==> src/rtl/fetch_pc_unit_pkg.sv <==
// Shared constants for the fetch stage: opcodes, pc_select codes, BHT init, reset vector.
package fetch_pc_unit_pkg;

  // Opcode field instruction[6:2]
  localparam logic [4:0] OPC_LOAD_5   = 5'b00000;
  localparam logic [4:0] OPC_OPIMM_5  = 5'b00100;
  localparam logic [4:0] OPC_STORE_5  = 5'b01000;
  localparam logic [4:0] OPC_OP_5     = 5'b01100;
  localparam logic [4:0] OPC_BRANCH_5 = 5'b11000;
  localparam logic [4:0] OPC_JALR_5   = 5'b11001;
  localparam logic [4:0] OPC_JAL_5    = 5'b11011;

  // pc_select encodings; 4-7 behave like PCSEL_SEQ
  localparam logic [2:0] PCSEL_RESET    = 3'd0;
  localparam logic [2:0] PCSEL_JAL      = 3'd1;
  localparam logic [2:0] PCSEL_SEQ      = 3'd2;
  localparam logic [2:0] PCSEL_REDIRECT = 3'd3;

  // Weakly not-taken
  localparam logic [1:0] BHT_INIT = 2'b01;

  localparam logic [31:0] RESET_PC_DEFAULT = 32'h0000_2000;

  // Sign-extended B-type immediate
  function automatic logic [31:0] b_imm(input logic [31:0] inst);
    return {{20{inst[31]}}, inst[7], inst[30:25], inst[11:8], 1'b0};
  endfunction

endpackage

==> src/rtl/fetch_pc_unit_bht.sv <==
// Array of 2-bit saturating branch counters: one combinational read port,
// one synchronous update port. Reads see the pre-update value.
module bht_2bit
  import fetch_pc_unit_pkg::*;
#(
  parameter int ENTRIES = 64,
  parameter int IDX_W   = 6
) (
  input  logic             clk,
  input  logic             rst,
  input  logic [IDX_W-1:0] rd_idx,
  output logic [1:0]       rd_ctr,
  input  logic             upd_en,
  input  logic [IDX_W-1:0] upd_idx,
  input  logic             upd_taken
);

  logic [1:0] ctr_q [ENTRIES];

  // Combinational read, no bypass from the update port
  assign rd_ctr = ctr_q[rd_idx];

  // Counter array: reset to weakly not-taken, saturating inc/dec on update
  always_ff @(posedge clk) begin
    if (rst) begin
      for (int i = 0; i < ENTRIES; i++) ctr_q[i] <= BHT_INIT;
    end else if (upd_en) begin
      if (upd_taken) begin
        if (ctr_q[upd_idx] != 2'b11) ctr_q[upd_idx] <= ctr_q[upd_idx] + 2'b01;
      end else begin
        if (ctr_q[upd_idx] != 2'b00) ctr_q[upd_idx] <= ctr_q[upd_idx] - 2'b01;
      end
    end
  end

endmodule

==> src/rtl/fetch_pc_unit.sv <==
// Fetch PC register, next-PC selection, branch prediction at IF and
// tracking of that prediction into X for resolution and BHT training.
module fetch_pc_unit
  import fetch_pc_unit_pkg::*;
#(
  parameter logic [31:0] RESET_PC    = RESET_PC_DEFAULT,
  parameter int          BHT_ENTRIES = 64,
  parameter int          BHT_IDX_W   = 6
) (
  input  logic        clk,
  input  logic        rst,
  input  logic        stall,
  input  logic [2:0]  pc_select,
  input  logic [31:0] instruction,
  input  logic [31:0] jal_target,
  input  logic [31:0] alu_target,
  input  logic        x_is_branch,
  input  logic        br_taken,
  output logic [31:0] pc,
  output logic        br_pred_taken,
  output logic [31:0] x_pc,
  output logic        br_pred_correct,
  output logic [31:0] mispredict_count
);

  logic [31:0] pc_next;
  logic [31:0] b_target;
  logic        if_is_branch;
  logic [1:0]  rd_ctr;
  logic        x_pred_taken;
  logic        x_valid;
  logic        x_branch_valid;
  logic        bht_upd;
  logic        flush;

  // Instruction bits outside the opcode and B-immediate fields are not needed here
  logic unused_bits;
  assign unused_bits = ^{instruction[24:12], instruction[1:0], rd_ctr[0]};

  assign if_is_branch    = (instruction[6:2] == OPC_BRANCH_5);
  assign br_pred_taken   = if_is_branch & rd_ctr[1];
  assign b_target        = pc + b_imm(instruction);
  assign x_branch_valid  = x_valid & x_is_branch;
  assign br_pred_correct = !x_branch_valid | (x_pred_taken == br_taken);
  assign bht_upd         = x_branch_valid & !stall & !rst;
  assign flush           = (pc_select == PCSEL_REDIRECT) | (pc_select == PCSEL_RESET);

  bht_2bit #(
    .ENTRIES (BHT_ENTRIES),
    .IDX_W   (BHT_IDX_W)
  ) u_bht (
    .clk       (clk),
    .rst       (rst),
    .rd_idx    (pc[BHT_IDX_W+1:2]),
    .rd_ctr    (rd_ctr),
    .upd_en    (bht_upd),
    .upd_idx   (x_pc[BHT_IDX_W+1:2]),
    .upd_taken (br_taken)
  );

  // Next-PC mux; undefined select codes fall back to sequential/predicted
  always_comb begin
    pc_next = br_pred_taken ? b_target : pc + 32'd4;
    case (pc_select)
      PCSEL_RESET: pc_next = RESET_PC;
      PCSEL_JAL:   pc_next = jal_target;
      PCSEL_REDIRECT: begin
        if (x_branch_valid) pc_next = br_taken ? alu_target : x_pc + 32'd4;
        else                pc_next = alu_target;
      end
      default: ;
    endcase
  end

  // PC and X-stage tracking; redirect/reset squash the wrong-path fetch
  always_ff @(posedge clk) begin
    if (rst) begin
      pc           <= RESET_PC;
      x_pc         <= '0;
      x_pred_taken <= 1'b0;
      x_valid      <= 1'b0;
    end else if (!stall) begin
      pc           <= pc_next;
      x_pc         <= pc;
      x_pred_taken <= flush ? 1'b0 : br_pred_taken;
      x_valid      <= !flush;
    end
  end

  // Saturating count of resolved mispredictions
  always_ff @(posedge clk) begin
    if (rst) begin
      mispredict_count <= '0;
    end else if (bht_upd && !br_pred_correct && mispredict_count != 32'hFFFF_FFFF) begin
      mispredict_count <= mispredict_count + 32'd1;
    end
  end

endmodule

==> config.mk <==
export PLATFORM = sky130hd
export DESIGN_NAME = fetch_pc_unit
export DESIGN_NICKNAME = d
export VERILOG_FILES = /design/src/rtl/fetch_pc_unit_pkg.sv /design/src/rtl/fetch_pc_unit_bht.sv /design/src/rtl/fetch_pc_unit.sv
export SDC_FILE = /design/constraint.sdc
export NUM_CORES = 1
export LEC_CHECK = 0
export CAP_MARGIN = 20
export CELL_PAD_IN_SITES_DETAIL_PLACEMENT = 0
export CELL_PAD_IN_SITES_GLOBAL_PLACEMENT = 1
export CORE_MARGIN = 2
export CORE_UTILIZATION = 41
export CTS_CLUSTER_DIAMETER = 30
export DETAILED_ROUTE_END_ITERATION = 8
export PLACE_DENSITY_LB_ADDON = 0.2
export RECOVER_POWER = 100
export SYNTH_ARGS = -nofsm -noshare
export SYNTH_HDL_FRONTEND = slang
export SYNTH_SLANG_ARGS = --single-unit
==> constraint.sdc <==
create_clock -name clk -period 4.4 [get_ports clk]
set_input_delay 0.88 -clock clk [delete_from_list [all_inputs] [get_ports clk]]
set_output_delay 0.88 -clock clk [all_outputs]
set_load 0.005 [all_outputs]
Word level (Yosys, flattened, before mapping)
Memories as Yosys holds them, arrays and structs flattened. A register that Yosys moved wholly into a read port is not among the register bits.
Index checks and enable logic that the tools add are counted.
{"block": "totals", "input_bits": 104, "mem_count": 1, "ramBits": 128, "output_inout_bits": 98, "elab_cells": 60, "regBits": 98}
{"block": "classes", "add_sub_neg": 6, "n_bitwise": 7, "muxes": 25, "reduce_logical": 10, "n_eq_ne": 6}
{"name": "u_bht.ctr_q", "depth": 64, "width": 2, "rd": 2, "rd_clocked_by_memory_dff": 2, "wr": 64, "line": "fetch_pc_unit_bht.sv:18", "text": "logic [1:0] ctr_q [ENTRIES];"}
{"op": "$mux 32", "count": 3}
{"op": "$pmux 32 s3", "count": 1}
{"op": "$add 32x3->32 const B", "count": 2}
{"op": "$add 32x1->32 const B", "count": 1}
{"op": "$add 32x32->32", "count": 1}
{"op": "$ne 32x32->1 const B", "count": 1}
{"op": "$mux 6", "count": 5}
{"op": "$mux 1", "count": 14}
{"op": "$eq 5x5->1 const B", "count": 1}
{"op": "$logic_not 1->1", "count": 5}
{"op": "$and 1x1->1", "count": 4}
{"op": "$mux 2", "count": 2}
{"op": "$eq 3x1->1 const B", "count": 1}
{"op": "$eq 3x2->1 const B", "count": 1}
{"op": "$logic_not 3->1", "count": 1}
{"op": "$or 1x1->1", "count": 3}
{"op": "$add 2x1->2 const B", "count": 1}
{"op": "$logic_and 1x1->1", "count": 2}
{"op": "$ne 2x2->1 const B", "count": 1}
{"op": "$reduce_bool 2->1", "count": 1}
{"op": "$reduce_or 2->1", "count": 1}
{"op": "$sub 2x1->2 const B", "count": 1}
{"op": "$eq 1x1->1", "count": 1}

Logic depth before layout (Yosys ltp)
{"block": "depth", "ltp_word": 9, "ltp_mapped": 14, "depth_no_buf": 12}

Modules after synthesis
A second synthesis with hierarchy kept.
{"block": "unflattened", "hier_cells": 1783, "area_unflattened_um2": 16077.9}
{"mod": "bht_2bit", "seq_area_each_um2": 3843.7, "cells_each": 794, "instances": 1, "area_per_inst_um2": 8699.6}
{"mod": "fetch_pc_unit", "seq_area_each_um2": 1961.9, "cells_each": 989, "instances": 1, "area_per_inst_um2": 7378.3}

Worst setup path before layout
Ideal clock, no wire load.
{"block": "synth_timing", "path_type": "reg-to-output", "from": "register (tool-made name)", "to": "output br_pred_taken", "stages_incl_launch_ff": 9, "arrival_time_ns": 2.626, "required_ns": 3.520, "slack_ns": 0.894, "n_path_buf": 4, "cell_sequence": "dfxtp_1 > buf_1 > mux4_2 > mux4_2 > mux4_2 > and3_1 > buf_6 > buf_6 > clkbuf_1"}
{"item": "to (decl)", "line": "fetch_pc_unit.sv:20", "text": "output logic br_pred_taken,"}

==> results.toml <==
[clock_tree]
numClockSinks = 238
ctsHtreeMaxLevel = 3
clock_tree_from_tritoncts = "yes"
cts_buffer_depth = 3
cts.reportedPaths.clkPinSlew_ps = 40
insertion_delay_ps = 570
cts_bufs_inserted = 67
ctsRootBufferMaster = "sky130_fd_sc_hd__clkbuf_16"

[layout]
synthToLayoutAreaGrowth_pct = 30.76
final_net_count = 1937
mostFrequentLayoutCells = "sky130_fd_sc_hd__nor2_1 (208), sky130_fd_sc_hd__nand2_1 (183), sky130_fd_sc_hd__edfxtp_1 (128)"
regArea_um2 = 6046
final_common_cell = "sky130_fd_sc_hd__nor2_1"
antenna_cells_inserted = 0
multi_input_area_um2 = 8180
number_of_fill_cells_in_the_layout = 3223
finalInstanceArea_um2 = 19360
drive_gt1_share_pct = 10.59

[global_routing]
grt_overflow = 0
maximum_number_of_pins_on_one_net_before_global_route_repair = 86
grt_usage_pct = 26.86
antenna_violations_before_repair = 2
grt_first_pass_wirelength_um = 78620
via_count_of_the_first_global_routing_pass = 13370

[yosys]
yosys_warnings = 0
synth.cell_area_um2 = 14810
syn_inst = 1595
yosys.cell_types.count = 73
postSynth.topFlopCell = "sky130_fd_sc_hd__edfxtp_1"
synth_edf_count = 128
synthesis.nets = 1733
ys_async_sr_fraction_pct = 0
syn_avg_cell_area_um2 = 9.282
synth_seq_area_share_pct = 40.83
ffs_latches_synth = 238

[run]
maximum_capacitance_violations = 2

[die]
core_um2 = 35570
design.die.area_um2 = 37650
floorplan.initialDensity_pct = 41.62
io_count = 202
dieHeight_um = 194.0
fp.dieW_um = 194.0
std_cell_rows = 69

[placement]
io_buffer_count = 186
place_hpwl_um = 35990
placedInstanceArea_um2 = 17210
detailedPlace.worstSlack_ps = 187.4
gpl.final_weighted_congestion = 0.8901

[sta]
report.final.setup_viol = 0
setup_total_negative_slack_ps = 0
final_min_period_over_clock_period_pct = 98.26
hold_viol = 0
unrepaired_setup_endpoints_after_global_routing = "no"
final-max-slew-violation-count = 142
timing.clock.skew_ps = 16.19
max_freq_mhz = 231.3
finalWorstPathRequiredPeriod_ps = 4323
timing_worst_slew_pin_value_ps = 2040
slew_headroom_pct = -35.98
whs_ps = 525.0
final.setup.worst_slack_ps = 76.50

[critical_path]
worst-setup-path-type = "register to output pin"
reg2regPathDepth = 10
data_arrival_time_of_the_critical_path_ps = 3440
ff2ff_setup_slack_ps = 240
worst-path-max-fanout = 13
worstPathRequired_ps = 3520
start_kind = "register"
cp-end-kind = "output pin"

[outcome]
outcome = "finished, violations left"
failed_checks = "capacitance limit, slew limit"

[routing]
met2_length_um = 23320
top_layer_in_use = "met5"
detail_route.iter0.violations = 1015
detailroute.wirelength.met3_um = 4048
route.detailed.drc = 0
firstDrtPassIters = 5
postRouteAntennaNets = 0
mean_number_of_vias_per_cell = 5.907
m1WireLength_um = 22640
dr_total_vias = 13660
routedWlPerCell_um = 22.24
detail_route.wirelength_um = 51430

[pwr]
power.density_cell_area_nw_per_um2 = 422.6
power.leakage_nw = 7.079
worst_ir_drop_vdd_mv = 0.2919

[min_path]
hold_path.class = "register to register"
worstHoldPathCells = 2
[final cells by class]
cell class                      count  share of cell area (%)
Tap cell                          461                   2.979
Clock inverter                     32                   1.874
Sequential cell                   238                   31.23
Inverter                           32                  0.6204
Multi-Input combinational cell   1221                   42.25
Timing Repair Buffer              239                   11.59
Clock buffer                       89                   9.455
[state kept, by name, indices dropped and copies added (netlist names), named ones only]
signal	count
pc	32
x_pc	32
x_valid	1
x_pred_taken	1
u_bht.ctr_q	128
mispredict_count	32
[critical path, stage by stage, from the launching register on]
cell and delay (ps):
sky130_fd_sc_hd__dfxtp_1 350, sky130_fd_sc_hd__buf_12 170, sky130_fd_sc_hd__mux4_1 590, sky130_fd_sc_hd__mux4_2 510, sky130_fd_sc_hd__mux4_2 540, sky130_fd_sc_hd__and3_4 250
sky130_fd_sc_hd__clkdlybuf4s50_1 450
[final timing paths]
kind | endpoint | from
max | br_pred_taken | register
min | x_pc[1] | x_pc[1]
max reg2reg | pc[18] | register
min reg2reg | x_pc[1] | x_pc[1]
[power breakdown]
group | internal (W) | total [W] | switching (W) | leakage, nW
registers | 0.00241 | 0.00251 | 0.000103 | 2.00
clock network | 0.00326 | 0.00469 | 0.00144 | 1.07
logic | 0.000431 | 0.000980 | 0.000549 | 4.01
[stage by stage]
stage	cells	util [%]	power (W)
after global routing	2312	54.43	0.008458
after floorplan	1595	-	0.003113
final	2312	54.43	0.008182
after CTS	2309	54.56	0.008239
after detailed placement	2188	48.39	0.003527
after global placement	2188	48.39	0.003519
[per-layer routing]
metal | global-route usage (%) | vias to the layer above
met5 | 0 | -
met4 | 9.007 | 2
met3 | 5.705 | 110
met2 | 42.12 | 642
met1 | 36.89 | 6583
li1 | - | 6319
[Yosys cell counts, types with 13 or more instances]
| library cell | instances | area share [%] |
|---|---|---|
| sky130_fd_sc_hd__mux4_2 | 31 | 4.7 |
| sky130_fd_sc_hd__a21oi_1 | 61 | 2.1 |
| sky130_fd_sc_hd__and2_1 | 14 | 0.59 |
| sky130_fd_sc_hd__xor2_1 | 61 | 3.6 |
| sky130_fd_sc_hd__nand2_1 | 183 | 4.6 |
| sky130_fd_sc_hd__nor4_1 | 13 | 0.55 |
| sky130_fd_sc_hd__o21ai_0 | 75 | 2.5 |
| sky130_fd_sc_hd__nand4_1 | 33 | 1.4 |
| sky130_fd_sc_hd__nor2_1 | 208 | 5.3 |
| sky130_fd_sc_hd__a21o_1 | 42 | 2.1 |
| sky130_fd_sc_hd__xnor2_1 | 48 | 2.8 |
| sky130_fd_sc_hd__ha_1 | 33 | 2.8 |
| sky130_fd_sc_hd__dfxtp_1 | 110 | 15 |
| sky130_fd_sc_hd__and3_1 | 13 | 0.55 |
| sky130_fd_sc_hd__mux2i_1 | 89 | 6.0 |
| sky130_fd_sc_hd__edfxtp_1 | 128 | 26 |
| sky130_fd_sc_hd__nor3_1 | 38 | 1.3 |
| sky130_fd_sc_hd__o31ai_1 | 33 | 1.7 |
| sky130_fd_sc_hd__buf_2 | 17 | 0.57 |
| sky130_fd_sc_hd__a221oi_1 | 22 | 1.3 |
| sky130_fd_sc_hd__clkbuf_1 | 74 | 1.9 |
| sky130_fd_sc_hd__nand3_1 | 55 | 1.9 |
| sky130_fd_sc_hd__inv_1 | 32 | 0.81 |
| sky130_fd_sc_hd__o211ai_1 | 13 | 0.66 |
[cell families after synthesis]
group / share of synthesized area [%]
simple gates: 19.60
compound gates: 14.72
flops: 40.83
buf+inv: 3.879
mux: 11.59
xor+xnor: 6.448
fa+ha+maj: 2.924
[repair_timing]
action | CTS | global route
setup endpoints to repair | 1 | 1
buffers inserted | 0 | 3
hold buffers | 0 | 0
gates resized for setup | 1 | 0
gates cloned | 0 | 0
(Power assumes the default switching activity.)
